==> src/rtl/keypad_scanner_if.sv <==
// Keypad matrix lines plus the debounced key-event outputs that feed the letter FSM.
// The scanner uses the master view; the keypad/consumer side uses the slave view.
interface keypad_scanner_if;
  logic [3:0] columns;
  logic [3:0] rows;
  logic       strobe;
  logic [7:0] cur_key;

  modport master (
    input  columns,
    output rows,
    output strobe,
    output cur_key
  );

  modport slave (
    output columns,
    input  rows,
    input  strobe,
    input  cur_key
  );
endinterface

==> src/rtl/keypad_scanner.sv <==
// 4x4 keypad scanner: drives rows, samples synchronized columns once per row dwell,
// classifies each full sweep and debounces press/release into a single strobe per press.
module keypad_scanner #(
  parameter int SCAN_CYCLES    = 100,
  parameter int DEBOUNCE_SCANS = 4
) (
  input  logic             clk,
  input  logic             nRst,
  keypad_scanner_if.master kp
);

  localparam int DW = (SCAN_CYCLES > 1) ? $clog2(SCAN_CYCLES) : 1;
  localparam int CW = $clog2(DEBOUNCE_SCANS + 1);
  localparam logic [DW-1:0] DWELL_LAST = DW'(SCAN_CYCLES - 1);
  localparam logic [CW-1:0] DEB_TARGET = CW'(DEBOUNCE_SCANS);

  typedef enum logic [1:0] {
    SCAN     = 2'd0,
    DEBOUNCE = 2'd1,
    PRESSED  = 2'd2,
    RELEASE  = 2'd3
  } state_t;

  typedef enum logic [1:0] {
    RES_NONE   = 2'd0,
    RES_SINGLE = 2'd1,
    RES_MULTI  = 2'd2
  } sweep_res_t;

  // Pressed-column count of one row sample, saturated at 2 (any multi-column row is a multi-press).
  function automatic logic [1:0] col_count(input logic [3:0] cols);
    logic [2:0] ones;
    ones = 3'd0;
    for (int i = 0; i < 4; i++) begin
      ones = ones + {2'b00, cols[i]};
    end
    if (ones > 3'd1) begin
      col_count = 2'd2;
    end else begin
      col_count = ones[1:0];
    end
  endfunction

  logic [3:0]    col_meta_r;
  logic [3:0]    col_sync_r;
  logic [DW-1:0] dwell_r;
  logic [1:0]    row_idx_r;
  logic [3:0]    rows_r;
  logic [1:0]    sweep_n_r;
  logic [7:0]    sweep_key_r;
  state_t        state_r;
  logic [CW-1:0] deb_cnt_r;
  logic [7:0]    cand_r;
  logic [7:0]    cur_key_r;
  logic          strobe_r;

  logic          sample_s;
  logic          eval_s;
  logic [1:0]    row_cnt_s;
  logic [2:0]    n_sum_s;
  logic [1:0]    n_tot_s;
  logic [7:0]    key_tot_s;
  sweep_res_t    res_s;
  state_t        state_nxt_s;
  logic [CW-1:0] cnt_nxt_s;
  logic [CW-1:0] cnt_inc_s;
  logic [7:0]    cand_nxt_s;
  logic          accept_s;

  assign sample_s  = (dwell_r == DWELL_LAST);
  assign eval_s    = sample_s && (row_idx_r == 2'd3);
  assign row_cnt_s = col_count(col_sync_r);
  assign n_sum_s   = {1'b0, sweep_n_r} + {1'b0, row_cnt_s};
  assign cnt_inc_s = deb_cnt_r + CW'(1);

  // Two-flop synchronizer for the asynchronous keypad columns.
  always_ff @(posedge clk or negedge nRst) begin
    if (!nRst) begin
      col_meta_r <= 4'd0;
      col_sync_r <= 4'd0;
    end else begin
      col_meta_r <= kp.columns;
      col_sync_r <= col_meta_r;
    end
  end

  // Row dwell counter and one-hot row drive; scanning never pauses.
  always_ff @(posedge clk or negedge nRst) begin
    if (!nRst) begin
      dwell_r   <= {DW{1'b0}};
      row_idx_r <= 2'd0;
      rows_r    <= 4'b1000;
    end else if (sample_s) begin
      dwell_r   <= {DW{1'b0}};
      row_idx_r <= row_idx_r + 2'd1;
      rows_r    <= {rows_r[0], rows_r[3:1]};
    end else begin
      dwell_r   <= dwell_r + DW'(1);
    end
  end

  // Sweep totals including the row being sampled this cycle.
  always_comb begin
    n_tot_s   = sweep_n_r;
    key_tot_s = sweep_key_r;
    if (sample_s) begin
      if (n_sum_s >= 3'd2) begin
        n_tot_s = 2'd2;
      end else begin
        n_tot_s = n_sum_s[1:0];
      end
      if (row_cnt_s == 2'd1) begin
        key_tot_s = {rows_r, col_sync_r};
      end else begin
        key_tot_s = sweep_key_r;
      end
    end else begin
      n_tot_s   = sweep_n_r;
      key_tot_s = sweep_key_r;
    end
  end

  // Sweep classification, only meaningful on the R3 sample cycle.
  always_comb begin
    res_s = RES_NONE;
    case (n_tot_s)
      2'd0:    res_s = RES_NONE;
      2'd1:    res_s = RES_SINGLE;
      default: res_s = RES_MULTI;
    endcase
  end

  // Per-sweep accumulators; cleared once the sweep has been evaluated.
  always_ff @(posedge clk or negedge nRst) begin
    if (!nRst) begin
      sweep_n_r   <= 2'd0;
      sweep_key_r <= 8'd0;
    end else if (eval_s) begin
      sweep_n_r   <= 2'd0;
      sweep_key_r <= 8'd0;
    end else if (sample_s) begin
      sweep_n_r   <= n_tot_s;
      sweep_key_r <= key_tot_s;
    end
  end

  // Press/release debounce state machine; advances only when a sweep is evaluated.
  always_comb begin
    state_nxt_s = state_r;
    cnt_nxt_s   = deb_cnt_r;
    cand_nxt_s  = cand_r;
    accept_s    = 1'b0;
    if (eval_s) begin
      case (state_r)
        SCAN: begin
          if (res_s == RES_SINGLE) begin
            cand_nxt_s = key_tot_s;
            if (DEBOUNCE_SCANS == 1) begin
              accept_s    = 1'b1;
              cnt_nxt_s   = {CW{1'b0}};
              state_nxt_s = PRESSED;
            end else begin
              cnt_nxt_s   = CW'(1);
              state_nxt_s = DEBOUNCE;
            end
          end else begin
            cnt_nxt_s   = {CW{1'b0}};
            state_nxt_s = SCAN;
          end
        end
        DEBOUNCE: begin
          if ((res_s == RES_SINGLE) && (key_tot_s == cand_r)) begin
            if (cnt_inc_s >= DEB_TARGET) begin
              accept_s    = 1'b1;
              cnt_nxt_s   = {CW{1'b0}};
              state_nxt_s = PRESSED;
            end else begin
              cnt_nxt_s   = cnt_inc_s;
            end
          end else if (res_s == RES_SINGLE) begin
            cand_nxt_s = key_tot_s;
            cnt_nxt_s  = CW'(1);
          end else begin
            cnt_nxt_s   = {CW{1'b0}};
            state_nxt_s = SCAN;
          end
        end
        PRESSED: begin
          if (res_s == RES_NONE) begin
            if (DEBOUNCE_SCANS == 1) begin
              cnt_nxt_s   = {CW{1'b0}};
              state_nxt_s = SCAN;
            end else begin
              cnt_nxt_s   = CW'(1);
              state_nxt_s = RELEASE;
            end
          end else begin
            cnt_nxt_s   = {CW{1'b0}};
            state_nxt_s = PRESSED;
          end
        end
        RELEASE: begin
          if (res_s == RES_NONE) begin
            if (cnt_inc_s >= DEB_TARGET) begin
              cnt_nxt_s   = {CW{1'b0}};
              state_nxt_s = SCAN;
            end else begin
              cnt_nxt_s   = cnt_inc_s;
            end
          end else begin
            cnt_nxt_s   = {CW{1'b0}};
            state_nxt_s = PRESSED;
          end
        end
        default: begin
          cnt_nxt_s   = {CW{1'b0}};
          state_nxt_s = SCAN;
        end
      endcase
    end else begin
      state_nxt_s = state_r;
      cnt_nxt_s   = deb_cnt_r;
    end
  end

  // FSM state plus the registered strobe/cur_key outputs.
  always_ff @(posedge clk or negedge nRst) begin
    if (!nRst) begin
      state_r   <= SCAN;
      deb_cnt_r <= {CW{1'b0}};
      cand_r    <= 8'd0;
      cur_key_r <= 8'd0;
      strobe_r  <= 1'b0;
    end else begin
      state_r   <= state_nxt_s;
      deb_cnt_r <= cnt_nxt_s;
      cand_r    <= cand_nxt_s;
      strobe_r  <= accept_s;
      if (accept_s) begin
        cur_key_r <= key_tot_s;
      end
    end
  end

  assign kp.rows    = rows_r;
  assign kp.strobe  = strobe_r;
  assign kp.cur_key = cur_key_r;

endmodule

==> src/flat_wrapper.sv <==
// flat-port wrapper written by rule: the top's interface ports become plain ports
module keypad_scanner_flat 
#(
  parameter int SCAN_CYCLES    = 100,
  parameter int DEBOUNCE_SCANS = 4
)
  (clk, nRst, kp_columns, kp_rows, kp_strobe, kp_cur_key);
  keypad_scanner_if kp_i ();
  input  logic clk;
  input  logic nRst;
  input wire logic [$bits(kp_i.columns)-1:0] kp_columns;
  output wire logic [$bits(kp_i.rows)-1:0] kp_rows;
  output wire logic [$bits(kp_i.strobe)-1:0] kp_strobe;
  output wire logic [$bits(kp_i.cur_key)-1:0] kp_cur_key;
  assign kp_i.columns = kp_columns;
  assign kp_rows = kp_i.rows;
  assign kp_strobe = kp_i.strobe;
  assign kp_cur_key = kp_i.cur_key;
  keypad_scanner #(.SCAN_CYCLES(SCAN_CYCLES), .DEBOUNCE_SCANS(DEBOUNCE_SCANS)) u_core (.clk(clk), .nRst(nRst), .kp(kp_i));
endmodule
==> config.mk <==
export PLATFORM = sky130hd
export DESIGN_NAME = keypad_scanner_flat
export DESIGN_NICKNAME = d
export VERILOG_FILES = /design/src/rtl/keypad_scanner_if.sv /design/src/rtl/keypad_scanner.sv /design/src/flat_wrapper.sv
export SDC_FILE = /design/constraint.sdc
export NUM_CORES = 1
export LEC_CHECK = 0
export ABC_CLOCK_PERIOD_IN_PS = 4400
export CAP_MARGIN = 25
export CELL_PAD_IN_SITES_DETAIL_PLACEMENT = 0
export CELL_PAD_IN_SITES_GLOBAL_PLACEMENT = 1
export CORE_MARGIN = 2
export CORE_UTILIZATION = 42
export CTS_CLUSTER_DIAMETER = 100
export CTS_CLUSTER_SIZE = 12
export DETAILED_ROUTE_END_ITERATION = 6
export HOLD_SLACK_MARGIN = 0.1
export PLACE_DENSITY_LB_ADDON = 0.08
export SLEW_MARGIN = 5
export SYNTH_ARGS = -nofsm -noshare
export SYNTH_HDL_FRONTEND = slang
export SYNTH_SLANG_ARGS = --single-unit
==> constraint.sdc <==
create_clock -name clk -period 4.4 [get_ports clk]
set_input_delay 0.88 -clock clk [delete_from_list [all_inputs] [get_ports clk]]
set_output_delay 0.88 -clock clk [all_outputs]
set_load 0.01 [all_outputs]
* Yosys cells after proc, flatten, opt, wreduce, memory -nomap -nowiden
Cells that the tools add are included.
Widths: inputs -> output; s select.
** Word-level totals
- Output and inout bits :: 13
- Register bits :: 53
- Input port bits :: 6
- Logic and storage cells :: 76
** Operators by class
- Magnitude comparators :: 3
- Equal/unequal tests :: 13
- Mux-type cells :: 32
- Add/subtract/negate cells :: 7
- Reductions and logical operators :: 9
** Operators with widths (number)
- $mux 8 :: 6
- $mux 2 :: 10
- $pmux 8 s2 :: 1
- $pmux 3 s4 :: 1
- $mux 3 :: 3
- $eq 2x1->1 const B :: 4
- $eq 8x8->1 :: 1
- $mux 1 :: 8
- $pmux 2 s4 :: 1
- $add 7x1->7 const B :: 1
- $eq 7x7->1 const B :: 1
- $mux 7 :: 1
- $add 3x1->3 :: 2
- $eq 2x2->1 const B :: 3
- $logic_not 2->1 :: 3
- $ne 3x3->1 const B :: 2
- $pmux 2 s2 :: 1
- $reduce_and 4->1 :: 1
- $reduce_bool 2->1 :: 2
- $add 2x2->3 :: 1
- $add 3x1->3 const B :: 1
- $ge 3x2->1 const B :: 1
- $ge 3x3->1 const B :: 1
- $gt 3x1->1 const B :: 1
- 6 further kinds :: 7

* Depth between registers and ports, before layout
Gate-level depths: netlist of the first run.
- Depth in word-level cells :: 16
- Gate-level depth with buffers :: 16
- Gate-level depth less buffers :: 16

* Worst setup path after synthesis of the first run
No wires, ideal clock.
- Path type :: register to register
- Start :: register u_core.col_sync_r[0]
- End :: register u_core.cand_r[0]
- Data required time :: 4.275 ns
- Slack :: 0.140 ns
- Arrival time :: 4.136 ns
- Cell stages (with the launch flop) :: 16
- Period minus slack after synthesis :: 4.260 ns
- Setup time :: 0.125 ns
- Path through :: dfrtp_1 ha_1 inv_1 fa_1 ha_1 or2_2 a21oi_1 ha_1 inv_1 fa_1 and3_1 o211ai_1 and2_4 buf_6 o41ai_4 mux2_2
** Between the ends
- Cells in the longest elaborated chain, start to end :: 15
** Ends and longest elaborated chain
- start, declared :: RTL line keypad_scanner.sv:45 : logic [3:0] col_sync_r;
- start signal, assigned :: RTL line keypad_scanner.sv:83 : col_sync_r <= col_meta_r;
- $add 1x1->2 :: RTL line keypad_scanner.sv:35 : ones = ones + {2'b00, cols[i]};
- $add 3x1->3 (2 in series) :: RTL line keypad_scanner.sv:35
- $gt 3x1->1 :: RTL line keypad_scanner.sv:37 : if (ones > 3'd1) begin
- $mux 2 :: RTL line keypad_scanner.sv:37
- $add 2x2->3 :: RTL line keypad_scanner.sv:73 : assign n_sum_s = {1'b0, sweep_n_r} + {1'b0, row_cnt_s};
- $ge 3x2->1 :: RTL line keypad_scanner.sv:107 : if (n_sum_s >= 3'd2) begin
- $mux 2 :: RTL line keypad_scanner.sv:107
- $mux 2 :: RTL line keypad_scanner.sv:106 : if (sample_s) begin
- $eq 2x1->1 / $logic_not 2->1 (equally long branches) :: RTL line keypad_scanner.sv:126 : case (n_tot_s)
- $pmux 2 s2 :: RTL line keypad_scanner.sv:126
- $eq 2x1->1 :: RTL line keypad_scanner.sv:156, keypad_scanner.sv:172, keypad_scanner.sv:180
- $mux 8 / $logic_and 1x1->1 (equally long branches) :: RTL line keypad_scanner.sv:156, keypad_scanner.sv:180, keypad_scanner.sv:172
- $mux 8 / $ne 2x2->1 (equally long branches)
- $pmux 8 s2 / $reduce_and 3->1 (equally long branches)
- end signal, assigned :: RTL line keypad_scanner.sv:237 : cand_r <= cand_nxt_s;
- end, declared :: RTL line keypad_scanner.sv:53 : logic [7:0] cand_r;
Parallel ways exist; a longest one is shown, timed or not. The select of a mux whose other input is x is not followed.
A chain may end at the register's enable or synchronous reset.

* Worst setup path after layout of the first run
- Start :: register u_core.col_sync_r[1]
- End :: register u_core.cand_r[6]
Same word-level chain as after synthesis.

==> out/qor.txt, run 1 <==
Ratio of total power to cell area -> 268 mW/mm²
Number of nets with antenna violations after detailed routing -> 0
Area contributors post-synth -> dfrtp_1 48%, mux2_2 7.1%, nand2_1 4.0%
Number of synthesized flops with an enable pin -> 0
Portion of the clock cycle consumed by the worst path in the final layout -> 0.947
Wire length reported by the detailed router -> 5560 µm
Number of I/O port buffers -> 18
Cell count after synthesis -> 243
Number of antenna cells inserted -> 0
Leakage power total -> 1.40 nW
DIE WIDTH -> 84.1 µm
Overall global routing resource usage -> 0.174
Peak supply drop -> 0.139 mV
Critical path data arrival time -> 4.37 ns
Average footprint of a synthesized cell -> 11.1 µm²
Num CTS Buffers -> 5
Vias after detailed routing -> 1856
Total count of hold-check failures in the final report -> 0
Measured slew at the worst slew-check pin -> 0.763 ns
Fin cells -> 351
Row count -> 29
Sequential element share of the synthesized area -> 0.493
Clock tree from TritonCTS -> yes
Path category of the worst min-delay check -> reg -> reg
Multiplexer fraction of the synthesized cell area -> 0.0747
Utilization after layout -> 0.495
Post-layout worst setup margin -> 0.232 ns
Prevailing post-synth register cell -> dfrtp_1
Antenna violations before repair -> 0
Worst setup path category -> reg -> reg
GP Congestion -> 0.816
Core box area -> 0.00628 mm²
DIE AREA -> 0.00707 mm²
Final routed wire length divided by cell count -> 15.8 µm
Kind of launch point of the worst setup path -> flop
Final HPWL from detailed placement -> 4070 µm
Cell chosen for the clock root -> clkbuf_8
Proportion of layout cells with a drive suffix above 1 -> 0.175
Maximum number of pins on one net before global-route repair -> 29
Share of synthesized registers carrying an async set or reset -> 1.00
CTS Buffer Depth -> 2
Slew HR -> 0.488
Aggregate negative setup slack -> 0 ns
Effective utilization at floorplan -> 0.429
Vias in the first global route -> 1890
First-pass GRT wire length -> 9720 µm
Xor and xnor area share after synthesis -> 0.0487
Crit path capture type -> flop
Drt first-iter violations -> 99
Skew final -> 0.00668 ns
Max-cap check violation count -> 0
Combinational family with the most area after synthesis -> simple AND/OR/NAND/NOR gates
Total congestion overflow after global routing -> 0
Final Cell Area -> 0.00311 mm²
Post-synthesis simple-gate area fraction -> 0.164
Leading cell type by number of instances after synthesis -> dfrtp_1
Routed vias/inst -> 5.29
Cell area after placement -> 0.00299 mm²
Outcome -> completed
I/O pins -> 19
DRC viols -> 0
Synth Warn # -> 0
Clk sinks -> 53
Fin crit period -> 4.17 ns
Worst Path Max Fanout -> 8
Number of distinct library cell variants in the gate-level netlist after synthesis -> 54
Layout net count -> 289
Complex-gate fraction of the synthesized area -> 0.136
Cell accounting for the most synthesized area -> dfrtp_1
Ranking of synthesized cells by instance count -> 52 x dfrtp_1, 29 x nand2_1, 17 x mux2_2
RSZ-0062 raised after global routing -> no
Die Ht -> 84.1 µm
DP Cell Count -> 340
Req. time, crit path -> 4.60 ns
Adder-Cell Fraction of Synth Area -> 0.0520
Latest clock arrival within the worst-skew pair -> 0.31 ns
Number of setup violations in the final report -> 0
Final max-slew violation count -> 0
H-tree Lvls -> 2
Area overhead of the layout relative to synthesis -> 15.3%
Synthesized area -> 0.00270 mm²
Worst setup slack before clock tree synthesis -> 0.121 ns
Synthesized flop and latch total -> 53
Clock edge transition at the registers on the reported setup and hold paths -> 0.09 ns
TritonRoute pass-1 iters -> 4
Mapped Nets -> 259
Area fraction of the dominant cell type after synthesis -> 0.483
Maximum operating frequency -> 0.240 GHz
-- through the flow --
step | total power, mW | hold WS, ns
finish | 0.832 | 0.356
global route | 0.879 | 0.367
CTS | 0.841 | 0.358
detailed placement | 0.562 | 0.336
global placement | 0.562 | 0.333
floorplan | 0.537 | 0.331
-- worst max-delay path, stage by stage, from the launching register on --
cell and delay, ns:
dfrtp_1 0.41, ha_1 0.29, inv_1 0.05, fa_1 0.46, ha_1 0.32, or2_2 0.29
a21oi_2 0.15, ha_1 0.15, inv_1 0.05, fa_1 0.51, and3_1 0.18, o211ai_1 0.12
and2_4 0.20, o41ai_4 0.34, buf_6 0.19, mux2_2 0.33
-- kinds of logic after synthesis --
| group | Yosys count |
|---|---|
| and+or+nand+nor | 81 |
| DFF | 53 |
| AOI/OAI and AO/OA | 46 |
| buffers and inverters | 20 |
| muxes | 18 |
| xor gates and xnor gates | 15 |
| adders and majority gates | 10 |
-- layer usage --
metal,vias up,global-route usage,share of wire
li1,918,-,-
met1,905,0.255,0.51
met2,27,0.261,0.45
met3,6,0.0376,0.029
met4,0,0.0499,0.012
met5,-,0,0
-- sequential cells by signal (all words and copies together), names as in the netlist --
signal and flops:
u_core.kp.rows 4, u_core.dwell_r 7, u_core.row_idx_r 2, u_core.state_r 2
u_core.kp.strobe 1, u_core.kp.cur_key 8, u_core.sweep_n_r 2, u_core.col_sync_r 4
u_core.sweep_key_r 8, u_core.deb_cnt_r 3, u_core.cand_r 8, u_core.col_meta_r 4
-- worst paths after layout --
kind | startpoint | end | slack, ns | depth (start not counted)
worst max-delay path | u_core.col_sync_r[1] | u_core.cand_r[6] | 0.23 | 15
worst min-delay path | u_core.col_meta_r[1] | u_core.col_sync_r[1] | 0.36 | 0
worst max register to register | u_core.col_sync_r[1] | u_core.cand_r[6] | 0.23 | 15
worst min register to register | u_core.col_meta_r[1] | u_core.col_sync_r[1] | 0.36 | 0
max in group asynchronous | nRst | u_core.kp.rows[3] | 3.03 | 2
min in group asynchronous | nRst | u_core.deb_cnt_r[1] | 0.56 | 1
-- area by class of cell --
cell class / instances / area [µm²]
timing repair buffer: 28 / 254
clock inverter: 2 / 13.8
multi-input combinational: 170 / 1290
clock buffer: 6 / 72.6
fill: 601 / 3170
sequential: 53 / 1330
inverter: 15 / 56.3
tap: 77 / 96.3
-- power breakdown --
group / internal, mW / switching (mW) / total (mW)
sequential: 0.490 / 0.00207 / 0.492
clock: 0.114 / 0.164 / 0.278
combinational: 0.0249 / 0.0367 / 0.0616
-- repair_timing --
action                     CTS  global route
buffers inserted             0             3
resized for setup            0             2
hold buffers                 0             0
setup endpoints to repair    0            16
-- placed cells by master, fill, tap and decap left out, types with 2 or more instances in the layout --
cell and n:
clkbuf_8 5, o22a_1 2, or2_2 4, nor2_1 10, nand2_1 29, nand4_1 3, xnor2_1 6, or4_1 2
xor2_1 9, nand3_1 5, o221ai_1 2, ha_1 8, a21oi_1 6, buf_4 9, clkdlybuf4s50_1 17, inv_1 15
dfrtp_1 52, mux2_2 17, a22o_1 9, fa_1 2, nor2b_1 6, o21ai_0 11, nor3_1 2, and2b_1 2
and3_1 4, nand2b_1 3
Power figures use the tool's default switching activity.
==> inputs of run 2 (changes only) <==
--- a/config.mk
+++ b/config.mk
@@ -12,7 +12,7 @@
 export CORE_MARGIN = 2
 export CORE_UTILIZATION = 42
 export CTS_CLUSTER_DIAMETER = 100
-export CTS_CLUSTER_SIZE = 12
+export CTS_CLUSTER_SIZE = 30
 export DETAILED_ROUTE_END_ITERATION = 6
 export HOLD_SLACK_MARGIN = 0.1
 export PLACE_DENSITY_LB_ADDON = 0.08
==> results of run 2 <==
No change in the layout: final DEF, timing and power equal those of run 1.
==> inputs of run 3 (changes only) <==
--- a/config.mk
+++ b/config.mk
@@ -15,7 +15,7 @@
 export CTS_CLUSTER_SIZE = 30
 export DETAILED_ROUTE_END_ITERATION = 6
 export HOLD_SLACK_MARGIN = 0.1
-export PLACE_DENSITY_LB_ADDON = 0.08
+export PLACE_DENSITY_LB_ADDON = 0.1
 export SLEW_MARGIN = 5
 export SYNTH_ARGS = -nofsm -noshare
 export SYNTH_HDL_FRONTEND = slang
==> run 3 against run 2 <==
Net effect:
- routed wire length is 1.4% higher
- utilization decreased by 0.30 points
- worst setup slack got worse by 0.038 ns
- flip-flop and latch count stayed put
- worst hold slack is essentially flat
- clock power hardly changed
- critical path depth unchanged
==> out/qor.txt, run 3 (synthesis gave the netlist of run 1 again) <==
Outcome -> completed
Number of nets with antenna violations after detailed routing -> 0
Slew HR -> 0.446
Proportion of layout cells with a drive suffix above 1 -> 0.165
GP Congestion -> 0.805
Maximum operating frequency -> 0.238 GHz
Clk sinks -> 53
RSZ-0062 raised after global routing -> no
Most frequent cells in the layout -> 52 x dfrtp_1, 29 x nand2_1, 17 x mux2_2, 17 x clkdlybuf4s50_1, 15 x inv_1
Req. time, crit path -> 4.60 ns
Total power consumption of the routed design -> 0.831 mW
Leading cell type in the layout, fill and taps excluded -> dfrtp_1
Total congestion overflow after global routing -> 0
DRC viols -> 0
Path category of the worst min-delay check -> reg -> reg
Antenna violations before repair -> 0
H-tree Lvls -> 2
Num CTS Buffers -> 5
Maximum number of pins on one net before global-route repair -> 54
Skew final -> 0.00445 ns
Final routed wire length divided by cell count -> 16.2 µm
Die Ht -> 84.1 µm
Number of I/O port buffers -> 18
DP Cell Count -> 340
Max-cap check violation count -> 0
Measured slew at the worst slew-check pin -> 0.826 ns
Final HPWL from detailed placement -> 4010 µm
Row count -> 29
Clock edge transition at the registers on the reported setup and hold paths -> 0.10 ns
Total count of hold-check failures in the final report -> 0
Number of setup violations in the final report -> 0
Worst setup path category -> reg -> reg
Vias in the first global route -> 1858
Cell chosen for the clock root -> clkbuf_8
Peak supply drop -> 0.146 mV
Ratio of total power to cell area -> 269 mW/mm²
DIE AREA -> 0.00707 mm²
Effective utilization at floorplan -> 0.429
Layout net count -> 287
Overall global routing resource usage -> 0.175
Clock tree from TritonCTS -> yes
Worst Path Max Fanout -> 8
Fin cells -> 349
TritonRoute pass-1 iters -> 6
I/O pins -> 19
Routed vias/inst -> 5.28
Wire length reported by the detailed router -> 5640 µm
Number of antenna cells inserted -> 0
Total of hold buffers inserted after clock tree synthesis -> 0
Leakage power total -> 1.39 nW
DIE WIDTH -> 84.1 µm
Portion of the clock cycle consumed by the worst path in the final layout -> 0.956
Fin crit period -> 4.21 ns
Area overhead of the layout relative to synthesis -> 14.6%
Vias after detailed routing -> 1842
Final max-slew violation count -> 0
Utilization after layout -> 0.492
First-pass GRT wire length -> 9780 µm
Crit path capture type -> flop
Core box area -> 0.00628 mm²
Critical path data arrival time -> 4.41 ns
Drt first-iter violations -> 66
Aggregate negative setup slack -> 0 ns
Latest clock arrival within the worst-skew pair -> 0.31 ns
CTS Buffer Depth -> 2
Setup slack of the worst register-to-register path -> 0.19 ns
Kind of launch point of the worst setup path -> flop
[run 3: stage by stage]
| stage | setup WS, ns | cell area (µm²) | hold WS, ns |
|---|---|---|---|
| floorplan | 0.140 | 2700 | 0.331 |
| global placement | 0.225 | 2990 | 0.333 |
| detailed placement | 0.156 | 2990 | 0.335 |
| CTS | 0.137 | 3080 | 0.358 |
| global route | 0.0254 | 3090 | 0.366 |
| finish | 0.194 | 3090 | 0.356 |
[run 3: path summary, 6_finish.rpt]
kind,start,end,cells after the start
min,u_core.col_meta_r[3],u_core.col_sync_r[3],0
max reg2reg,u_core.col_sync_r[1],u_core.cand_r[0],15
max in group asynchronous,nRst,u_core.cand_r[6],2
min reg2reg,u_core.col_meta_r[3],u_core.col_sync_r[3],0
max,u_core.col_sync_r[1],u_core.cand_r[0],15
min in group asynchronous,nRst,u_core.deb_cnt_r[2],2
[run 3: per-layer routing]
| layer | vias up | wire [µm] | global-route usage |
|---|---|---|---|
| met1 | 888 | 2950 | 0.267 |
| li1 | 916 | - | - |
| met2 | 32 | 2450 | 0.253 |
| met4 | 0 | 67 | 0.0513 |
| met5 | - | 0 | 0 |
| met3 | 6 | 169 | 0.0336 |
[run 3: final cells by class]
class                           count  area, µm²
Fill cell                         579       3190
Sequential cell                    53       1330
Multi-Input combinational cell    170       1280
Timing Repair Buffer               26        239
Tap cell                           77       96.3
Clock buffer                        6       72.6
Inverter                           15       56.3
Clock inverter                      2       13.8
[run 3: what timing repair did]
item,in CTS,in global routing
setup buffers,0,1
setup endpoints to repair,0,8
resized for setup,0,1
[run 3: critical path, cell delays in order (launching register included)]
cell      delay (ns)
dfrtp_1         0.43
ha_1            0.29
inv_1           0.05
fa_1            0.46
ha_1            0.32
or2_2           0.28
a21oi_1         0.16
ha_1            0.16
inv_1           0.05
fa_1            0.51
and3_1          0.18
o211ai_1        0.12
and2_4          0.23
o41ai_4         0.35
buf_6           0.19
mux2_2          0.35
[run 3: power breakdown]
group	switching (mW)	internal, mW
clock network	0.166	0.114
registers	0.00220	0.490
logic	0.0349	0.0237
